`src/rtl/conv_pkg.sv`:
```
// conv_pkg: shared FSM state encoding and product/accumulator widths for conv3x3_s2
package conv_pkg;
  localparam int PROD_W = 16;
  localparam int ACC_W = 32;
  typedef enum logic [1:0] {IDLE, RUN, DRAIN} state_t;
endpackage

```
`src/rtl/line_buffer.sv`:
```
// line_buffer: one row of DEPTH signed pixels; ports clk, en (write), addr, din, q (read-before-write of addr)
module line_buffer #(
  parameter int DEPTH = 128,
  parameter int AW = $clog2(DEPTH)
) (
  input  logic              clk,
  input  logic              en,
  input  logic [AW-1:0]     addr,
  input  logic signed [7:0] din,
  output logic signed [7:0] q
);
  logic signed [7:0] mem [DEPTH];
  assign q = mem[addr];
  always_ff @(posedge clk) if (en) mem[addr] <= din;
endmodule

```
`src/rtl/conv3x3_s2.sv`:
```
// conv3x3_s2: 3x3 stride-2 unpadded conv; ports start/width/height frame ctl, w1..w9/bias kernel, in_* / out_* valid-ready streams, busy, frame_done
module conv3x3_s2
  import conv_pkg::*;
#(
  parameter int IMAGE_WIDTH = 128,
  parameter int IMAGE_HEIGHT = 128
) (
  input  logic                    clk,
  input  logic                    rst,
  input  logic                    start,
  input  logic [7:0]              width,
  input  logic [7:0]              height,
  input  logic signed [7:0]       w1,
  input  logic signed [7:0]       w2,
  input  logic signed [7:0]       w3,
  input  logic signed [7:0]       w4,
  input  logic signed [7:0]       w5,
  input  logic signed [7:0]       w6,
  input  logic signed [7:0]       w7,
  input  logic signed [7:0]       w8,
  input  logic signed [7:0]       w9,
  input  logic signed [7:0]       bias,
  input  logic signed [7:0]       in_pixel,
  input  logic                    in_valid,
  output logic                    in_ready,
  output logic signed [ACC_W-1:0] out_pixel,
  output logic                    out_valid,
  input  logic                    out_ready,
  output logic                    busy,
  output logic                    frame_done
);
  localparam int AW = $clog2(IMAGE_WIDTH);
  state_t state, state_n;
  logic [7:0] w_r, h_r, col, row;
  logic signed [7:0] win [3][3];
  logic signed [7:0] nw [9];
  logic signed [7:0] wt [9];
  logic signed [PROD_W-1:0] prod [9];
  logic signed [PROD_W-1:0] s1_prod [9];
  logic signed [ACC_W-1:0] sum;
  logic signed [7:0] lb0_q, lb1_q;
  logic s1_valid, adv, accept, last_pix, win_ok, col_wrap;
  assign adv = !out_valid || out_ready;
  assign in_ready = state == RUN && adv;
  assign accept = in_valid && in_ready;
  assign col_wrap = col == w_r - 8'd1;
  assign last_pix = col_wrap && row == h_r - 8'd1;
  assign win_ok = row >= 8'd2 && col >= 8'd2 && !row[0] && !col[0];
  assign busy = state != IDLE;
  assign frame_done = state == DRAIN && !s1_valid && adv;
  assign wt = '{w1, w2, w3, w4, w5, w6, w7, w8, w9};
  // window after this accept: shift left, new right column = {row-2, row-1, current}
  assign nw = '{win[0][1], win[0][2], lb1_q, win[1][1], win[1][2], lb0_q, win[2][1], win[2][2], in_pixel};
  line_buffer #(.DEPTH(IMAGE_WIDTH), .AW(AW)) lb0 (
    .clk(clk), .en(accept), .addr(col[AW-1:0]), .din(in_pixel), .q(lb0_q)
  );
  line_buffer #(.DEPTH(IMAGE_WIDTH), .AW(AW)) lb1 (
    .clk(clk), .en(accept), .addr(col[AW-1:0]), .din(lb0_q), .q(lb1_q)
  );
  always_comb begin
    for (int i = 0; i < 9; i++) prod[i] = PROD_W'(wt[i]) * PROD_W'(nw[i]);
    sum = ACC_W'(bias);
    for (int i = 0; i < 9; i++) sum = sum + ACC_W'(s1_prod[i]);
  end
  always_comb begin
    state_n = state == IDLE ? (start ? RUN : IDLE)
            : state == RUN  ? (accept && last_pix ? DRAIN : RUN)
            : (frame_done ? IDLE : DRAIN);
  end
  always_ff @(posedge clk) begin
    if (accept)
      for (int r = 0; r < 3; r++)
        for (int c = 0; c < 3; c++) win[r][c] <= nw[r*3+c];
    if (adv) s1_prod <= prod;
  end
  always_ff @(posedge clk) begin
    if (rst) begin
      state <= IDLE;
      w_r <= '0;
      h_r <= '0;
      col <= '0;
      row <= '0;
      s1_valid <= 1'b0;
      out_valid <= 1'b0;
      out_pixel <= '0;
    end else begin
      state <= state_n;
      if (state == IDLE && start) begin
        w_r <= width;
        h_r <= height;
        col <= '0;
        row <= '0;
      end else if (accept) begin
        col <= col_wrap ? 8'd0 : col + 8'd1;
        row <= col_wrap ? row + 8'd1 : row;
      end
      if (adv) begin
        s1_valid <= accept && win_ok;
        out_valid <= s1_valid;
        if (s1_valid) out_pixel <= sum;
      end
    end
  end
  always_ff @(posedge clk)
    if (!rst && state == IDLE && start)
      assert (32'(width) <= IMAGE_WIDTH && 32'(height) <= IMAGE_HEIGHT);
endmodule

```
`config.mk`:
```
export PLATFORM = sky130hd
export DESIGN_NAME = conv3x3_s2
export DESIGN_NICKNAME = d
export VERILOG_FILES = /design/src/rtl/conv_pkg.sv /design/src/rtl/line_buffer.sv /design/src/rtl/conv3x3_s2.sv
export SDC_FILE = /design/constraint.sdc
export NUM_CORES = 2
export LEC_CHECK = 0
export BUFFER_PORTS_ARGS = -buffer_cell sky130_fd_sc_hd__clkbuf_2
export CORE_MARGIN = 2
export CORE_UTILIZATION = 50
export DETAILED_ROUTE_END_ITERATION = 10
export PLACE_DENSITY = 0.68
export SLEW_MARGIN = 40
export SYNTH_ARGS = -nofsm -noshare
export SYNTH_HDL_FRONTEND = slang
export SYNTH_HIERARCHICAL = 1
export SYNTH_SLANG_ARGS = --single-unit
```
`constraint.sdc`:
```
create_clock -name clk -period 8.27 [get_ports clk]
set_clock_uncertainty 0.1 [all_clocks]
set_input_delay 0.4135 -clock clk [delete_from_list [all_inputs] [get_ports clk]]
set_output_delay 0.4135 -clock clk [all_outputs]
set_load 0.02 [all_outputs]
```
# [Word level (Yosys, flattened, before mapping)]
# Memories as Yosys holds them, arrays and structs flattened. A register that Yosys moved wholly into a read port is not among the register bits.
# Cells that the tools add are included.
[totals] regBits=212 ramBits=2120 output_inout_bits=36 memories=3
[memory_table] name="lb0.mem" words=128 width=8 read_ports=1 rd_clocked_by_memory_dff=1 wr=1 line="line_buffer.sv:12" rtl="logic signed [7:0] mem [DEPTH];"
[memory_table] name="lb1.mem" words=128 width=8 read_ports=1 rd_clocked_by_memory_dff=1 wr=1 line="line_buffer.sv:12"
[memory_table] name="win" words=3 width=24 read_ports=3 rd_clocked_by_memory_dff=0 wr=3 line="conv3x3_s2.sv:35" rtl="logic signed [7:0] win [3][3];"
[classes] add_sub_neg=13 n_mul=9 order_cmp=2 eq_ne=4 n_mux=12 n_reduce_logical=21
[op_table] op="multiplier 8 x 8 -> 16 bit" count=9
[op_table] op="two-way mux 7 bit" count=4
[op_table] op="adder 24 x 16 -> 25 bit" count=1
[op_table] op="adder 23 x 16 -> 24 bit" count=1
[op_table] op="adder 22 x 16 -> 23 bit" count=1
[op_table] op="adder 21 x 16 -> 22 bit" count=1
[op_table] op="adder 20 x 16 -> 21 bit" count=1
[op_table] op="adder 19 x 16 -> 20 bit" count=1
[op_table] op="adder 18 x 16 -> 19 bit" count=1
[op_table] op="adder 17 x 16 -> 18 bit" count=1
[op_table] op="adder 8 x 16 -> 17 bit" count=1
[op_table] op="adder 8 x 1 -> 8 bit (second input constant)" count=2
[op_table] op="equality test 8 bit" count=2
[op_table] op="greater-or-equal comparator 8 x 2 -> 1 bit (second input constant)" count=2
[op_table] op="subtractor 8 x 1 -> 8 bit (second input constant)" count=2
[op_table] op="logical AND 1 bit" count=11
[op_table] op="two-way mux 2 bit" count=4
[op_table] op="two-way mux 8 bit" count=1
[op_table] op="logical NOT 1 bit" count=4
[op_table] op="AND reduction 2 bit" count=2
[op_table] op="two-way mux 1 bit" count=3
[op_table] op="equality test 2 x 1 -> 1 bit (second input constant)" count=1
[op_table] op="equality test 2 bit (second input constant)" count=1
[op_table] op="logical NOT 2 bit" count=1
[op_table] op="3 further kinds" count=3

# [Longest topological paths before layout]
[logic_depth] ltp_word=9 ltp_mapped=29

# [Modules after synthesis]
# Netlist, hierarchy kept.
[by_module_without_submodules] module="line_buffer" instances=2 cells_per_inst=2467 area_each_um2=40273.6
[by_module_without_submodules] module="conv3x3_s2" instances=1 cells_per_inst=3388 area_each_um2=34658.2

# [Least setup slack after synthesis]
# OpenSTA, ideal clock, no wires.
[synth_path] kind="register to register" startpoint="reg col[2] (netlist name)" endpoint="reg s1_prod[63] (netlist name) (data pin)" arrival_time_ns=8.491 required_time_ns=7.912 path_slack_ns=-0.578 stages_incl_launch_ff=26 n_path_buf=3 period_less_slack_ns=8.848 path_cell_list="dfxtp_1 buf_6 buf_6 buf_4 mux2_2 a221oi_1 o221ai_1 a32oi_1 nor2_1 nand4b_1 fa_1 inv_1 fa_1 inv_1 fa_1 inv_1 fa_1 inv_1 ha_1 nand3_1 o211ai_1 o21a_1 nand3_1 a21oi_1 o41a_1 xnor2_1"
[synth_lines] element="to (signal assigned)" line="conv3x3_s2.sv:74" rtl="if (adv) s1_prod <= prod;"
[synth_lines] element="to (decl)" line="conv3x3_s2.sv:39" rtl="logic signed [PROD_W-1:0] s1_prod [9];"

==> impl_metrics.ini <==
[run_status]
status = finished clean

[sta]
relSlewSlack_pct = 35.5
drv_slew = 0
setup_viol = 0
finalCriticalPeriod_ps = 7870
rsz0062_at_grt = no
fin_crit_sh_pct = 95.2
fin_ws_ps = 400
worst_pin_slew_ps = 966
hold_viol = 0
holdWs_ps = 66.4
fmax_ghz = 0.127

[routing]
drtIter0Drc = 9202
drc_errors = 0
viasPerCell = 6.25
dr.pass1.iters = 9
routed_wl_um = 330000
drt-wirelength-per-cell_um = 27.9
antenna_left = 0
num_vias = 73900

[worst_hold_path]
min_path_cells = 3
hp-class = in2reg
min_to = s1_prod[17]
min_from = w8[1]

[die]
rows = 176
start_util_pct = 50.2
fp.dieW_um = 484
io_pins = 145
die_y_um = 484
die-area_um2 = 234000
core-area_um2 = 229000

[power_and_ir_drop]
seqPwrFrac_pct = 24.9
ir_worst_vdd_v = 0.00257
power_w = 0.0553
powerDensity_nw_per_um2 = 430
clock_power_share_pct = 18.6
power.switching_w = 0.0235
swShare_pct = 42.5
leakage_nw = 45.5
p_int_w = 0.0318
combPwrFrac_pct = 56.4

[global_route]
antenna_found_initial = 18
gr-total-overflow = 0
grt_max_degree = 107
grt_pass1_vias = 74200
grt_pass1_wl_um = 490000
grtUsageTotal_pct = 28.0

[synth]
synthAdderAreaFrac_pct = 14.1
syn_area_um2 = 115000
postSynth.asyncResetShare_pct = 0
ys_types = 88
synthXorXnorAreaFrac_pct = 1.41
yosysWarnings = 6
synth-seq-area-share_pct = 59.4
synth_cells = 8322
synth-edff-count = 2240
ys.flop_type = edfxtp_1
synth_compound_area_share_pct = 10.2
synth_top_family_by_area = adder cells
synth_seq_cells = 2301
synthMuxAreaShare_pct = 2.83
yosys.area_share.simple_pct = 7.42
synth.net_count = 9351
synth_area_per_cell_um2 = 13.8

[clocking]
ctsHtreeMaxLevel = 4
cts_made_buffers = 230
root_buffer = clkbuf_16
cts.sinks = 2301
clock_latency_ps = 920
cts_max_path_buffers = 3
cts_tree = built
cts.clk_slew.worst_paths_ps = 60

[worst_setup_path]
critPathMaxFanout = 30
critical_path_class = reg2reg
rrSetupSlack_ps = 400
crit_required_ps = 8750
r2r-start = col[0]
worstRegToRegCells = 23
cp-end-kind = flip-flop
crit_path_start_kind = flip-flop
regToRegEndpoint = s1_prod[111]
worstPathArrival_ps = 8350

[final_layout]
syn_to_final_growth_pct = 11.7
layout-drive-gt1-share_pct = 12.8
final_area_um2 = 129000
nNetsFinal = 9611

[place]
hpwlAfterDp_um = 220000
dp_slack_ps = 172
dpl-instance-area_um2 = 120000
gp_congestion = 0.937
port_buffers = 144

[run]
drv_cap = 0
layer usage:
metal / vias to the layer above / wire, um / GRT usage, %
met1: 37400 / 124000 / 37.5
met4: 6 / 16700 / 13.1
met2: 4592 / 153000 / 43.8
met3: 812 / 36400 / 6.22
met5: - / 37 / 0
li1: 31100 / - / -
per-stage QoR:
step           setup TNS (ps)  cells  util [%]
2_1_floorplan           -1520   8322         -
3_3_place_gp                0  11300      52.3
3_5_place_dp                0  11300      52.5
4_1_cts                     0  11800      55.9
5_1_grt                     0  11800      56.1
6_report                    0  11800      56.1
layout by cell type, fill, tap and decap left out, types with 41 or more instances in the layout:
master / instances
a21oi_1: 345
a221o_1: 41
a221oi_1: 438
a22o_1: 82
a22oi_1: 146
and2_1: 355
buf_4: 223
clkbuf_1: 51
clkbuf_16: 231
clkbuf_2: 136
clkinv_1: 51
clkinv_2: 44
dfxtp_1: 55
dlygate4sd3_1: 45
edfxtp_1: 2240
fa_1: 628
ha_1: 291
inv_1: 791
mux2_2: 121
mux2i_1: 127
nand2_1: 475
nand2b_1: 92
nand3_1: 65
nor2_1: 401
nor2_2: 149
nor3_1: 60
o21ai_0: 206
o22ai_1: 50
xnor2_1: 154
flip-flops by register name, summed over array words and instances (netlist names):
register	flops
lb0/mem	1024
lb1/mem	1024
s1_prod	144
win	48
out_pixel	25
col	8
h_r	8
row	8
w_r	8
state	2
out_valid	1
s1_valid	1
worst max-delay path, cell delays in order, from the launching register on:
cell	delay (ps)
dfxtp_4	730
buf_4	460
mux4_2	560
mux2i_1	350
o22ai_1	250
o21ai_0	800
nand4_1	440
buf_4	310
nand2_1	100
fa_1	440
fa_1	490
inv_1	50
fa_1	480
inv_1	50
fa_1	470
inv_1	40
ha_1	340
nand3_1	80
o211ai_1	220
o21a_1	190
nand3_1	90
a21oi_1	210
o22ai_1	130
xnor2_1	140
power by group through the flow:
stage	logic [W]	clock network, W	registers (W)
2_1_floorplan	0.0240	0	0.0139
3_3_place_gp	0.0304	0	0.0140
3_5_place_dp	0.0308	0	0.0140
4_1_cts	0.0311	0.0104	0.0138
5_1_grt	0.0340	0.0109	0.0138
6_report	0.0312	0.0103	0.0138
cell type report:
cell class	count	area, um2
Multi-Input combinational cell	4792	42000
Fill cell	18200	101000
Inverter	798	3000
Sequential cell	2301	68500
Timing Repair Buffer	459	3810
Tap cell	3026	3790
Antenna cell	15	37.5
Clock buffer	282	5960
Clock inverter	147	1520
synth_stat cells, types with 9 or more instances:
| cell | instances | area (um2) |
|---|---|---|
| a22o_1 | 82 | 718 |
| o41ai_1 | 11 | 96.3 |
| o22ai_1 | 50 | 313 |
| nand4_1 | 38 | 238 |
| nor3_1 | 64 | 320 |
| buf_2 | 161 | 806 |
| mux2i_1 | 127 | 1270 |
| a211oi_1 | 24 | 180 |
| a22oi_1 | 146 | 1100 |
| edfxtp_1 | 2240 | 67300 |
| clkbuf_1 | 174 | 653 |
| buf_1 | 24 | 90.1 |
| buf_4 | 26 | 195 |
| and2_1 | 357 | 2230 |
| a21o_1 | 31 | 233 |
| a211o_1 | 9 | 78.8 |
| a311oi_1 | 16 | 140 |
| o22a_1 | 24 | 210 |
| nor2b_1 | 42 | 263 |
| or3_1 | 24 | 150 |
| o211ai_1 | 31 | 233 |
| fa_1 | 628 | 12600 |
| a21oi_1 | 345 | 1730 |
| mux2_2 | 122 | 1370 |
| nand3_1 | 69 | 345 |
| buf_6 | 46 | 518 |
| ha_1 | 292 | 3650 |
| dfxtp_1 | 61 | 1220 |
| a221o_1 | 41 | 410 |
| nand2_1 | 480 | 1800 |
| inv_1 | 797 | 2990 |
| mux4_2 | 22 | 495 |
| xor2_1 | 30 | 263 |
| o31ai_1 | 14 | 105 |
| o221ai_1 | 36 | 315 |
| or2_2 | 9 | 56.3 |
| nor2_1 | 552 | 2070 |
| xnor2_1 | 154 | 1350 |
| o21a_1 | 19 | 143 |
| a221oi_1 | 440 | 3850 |
| nor4_1 | 14 | 87.6 |
| o21ai_0 | 208 | 1040 |
| nand2b_1 | 92 | 576 |
repair_timing:
action	in CTS	in global routing
endpoints found under the hold margin	207	61
hold buffers	44	1
resized for setup	0	2
setup buffers	0	2
endpoints found under the setup margin	0	5
logic make-up after synthesis:
| kind of cell | count (synthesis) |
|---|---|
| AOI/OAI and AO/OA | 1622 |
| xor gates and xnor gates | 185 |
| adders and majority gates | 920 |
| buffers and inverters | 1229 |
| DFF | 2301 |
| muxes | 281 |
| and+or+nand+nor | 1784 |
worst max-delay path by stage:
stage	depth (start not counted)	slack, ps	to	startpoint
4_1_cts	22	130	s1_prod[62]	col[0]
3_3_place_gp	23	350	s1_prod[63]	col[0]
5_1_grt	26	70	s1_prod[111]	col[2]
6_report	23	400	s1_prod[111]	col[0]
3_5_place_dp	22	170	s1_prod[62]	col[0]
2_1_floorplan	25	-430	s1_prod[63]	col[2]
No activity file was read; power rests on OpenSTA's default activity.
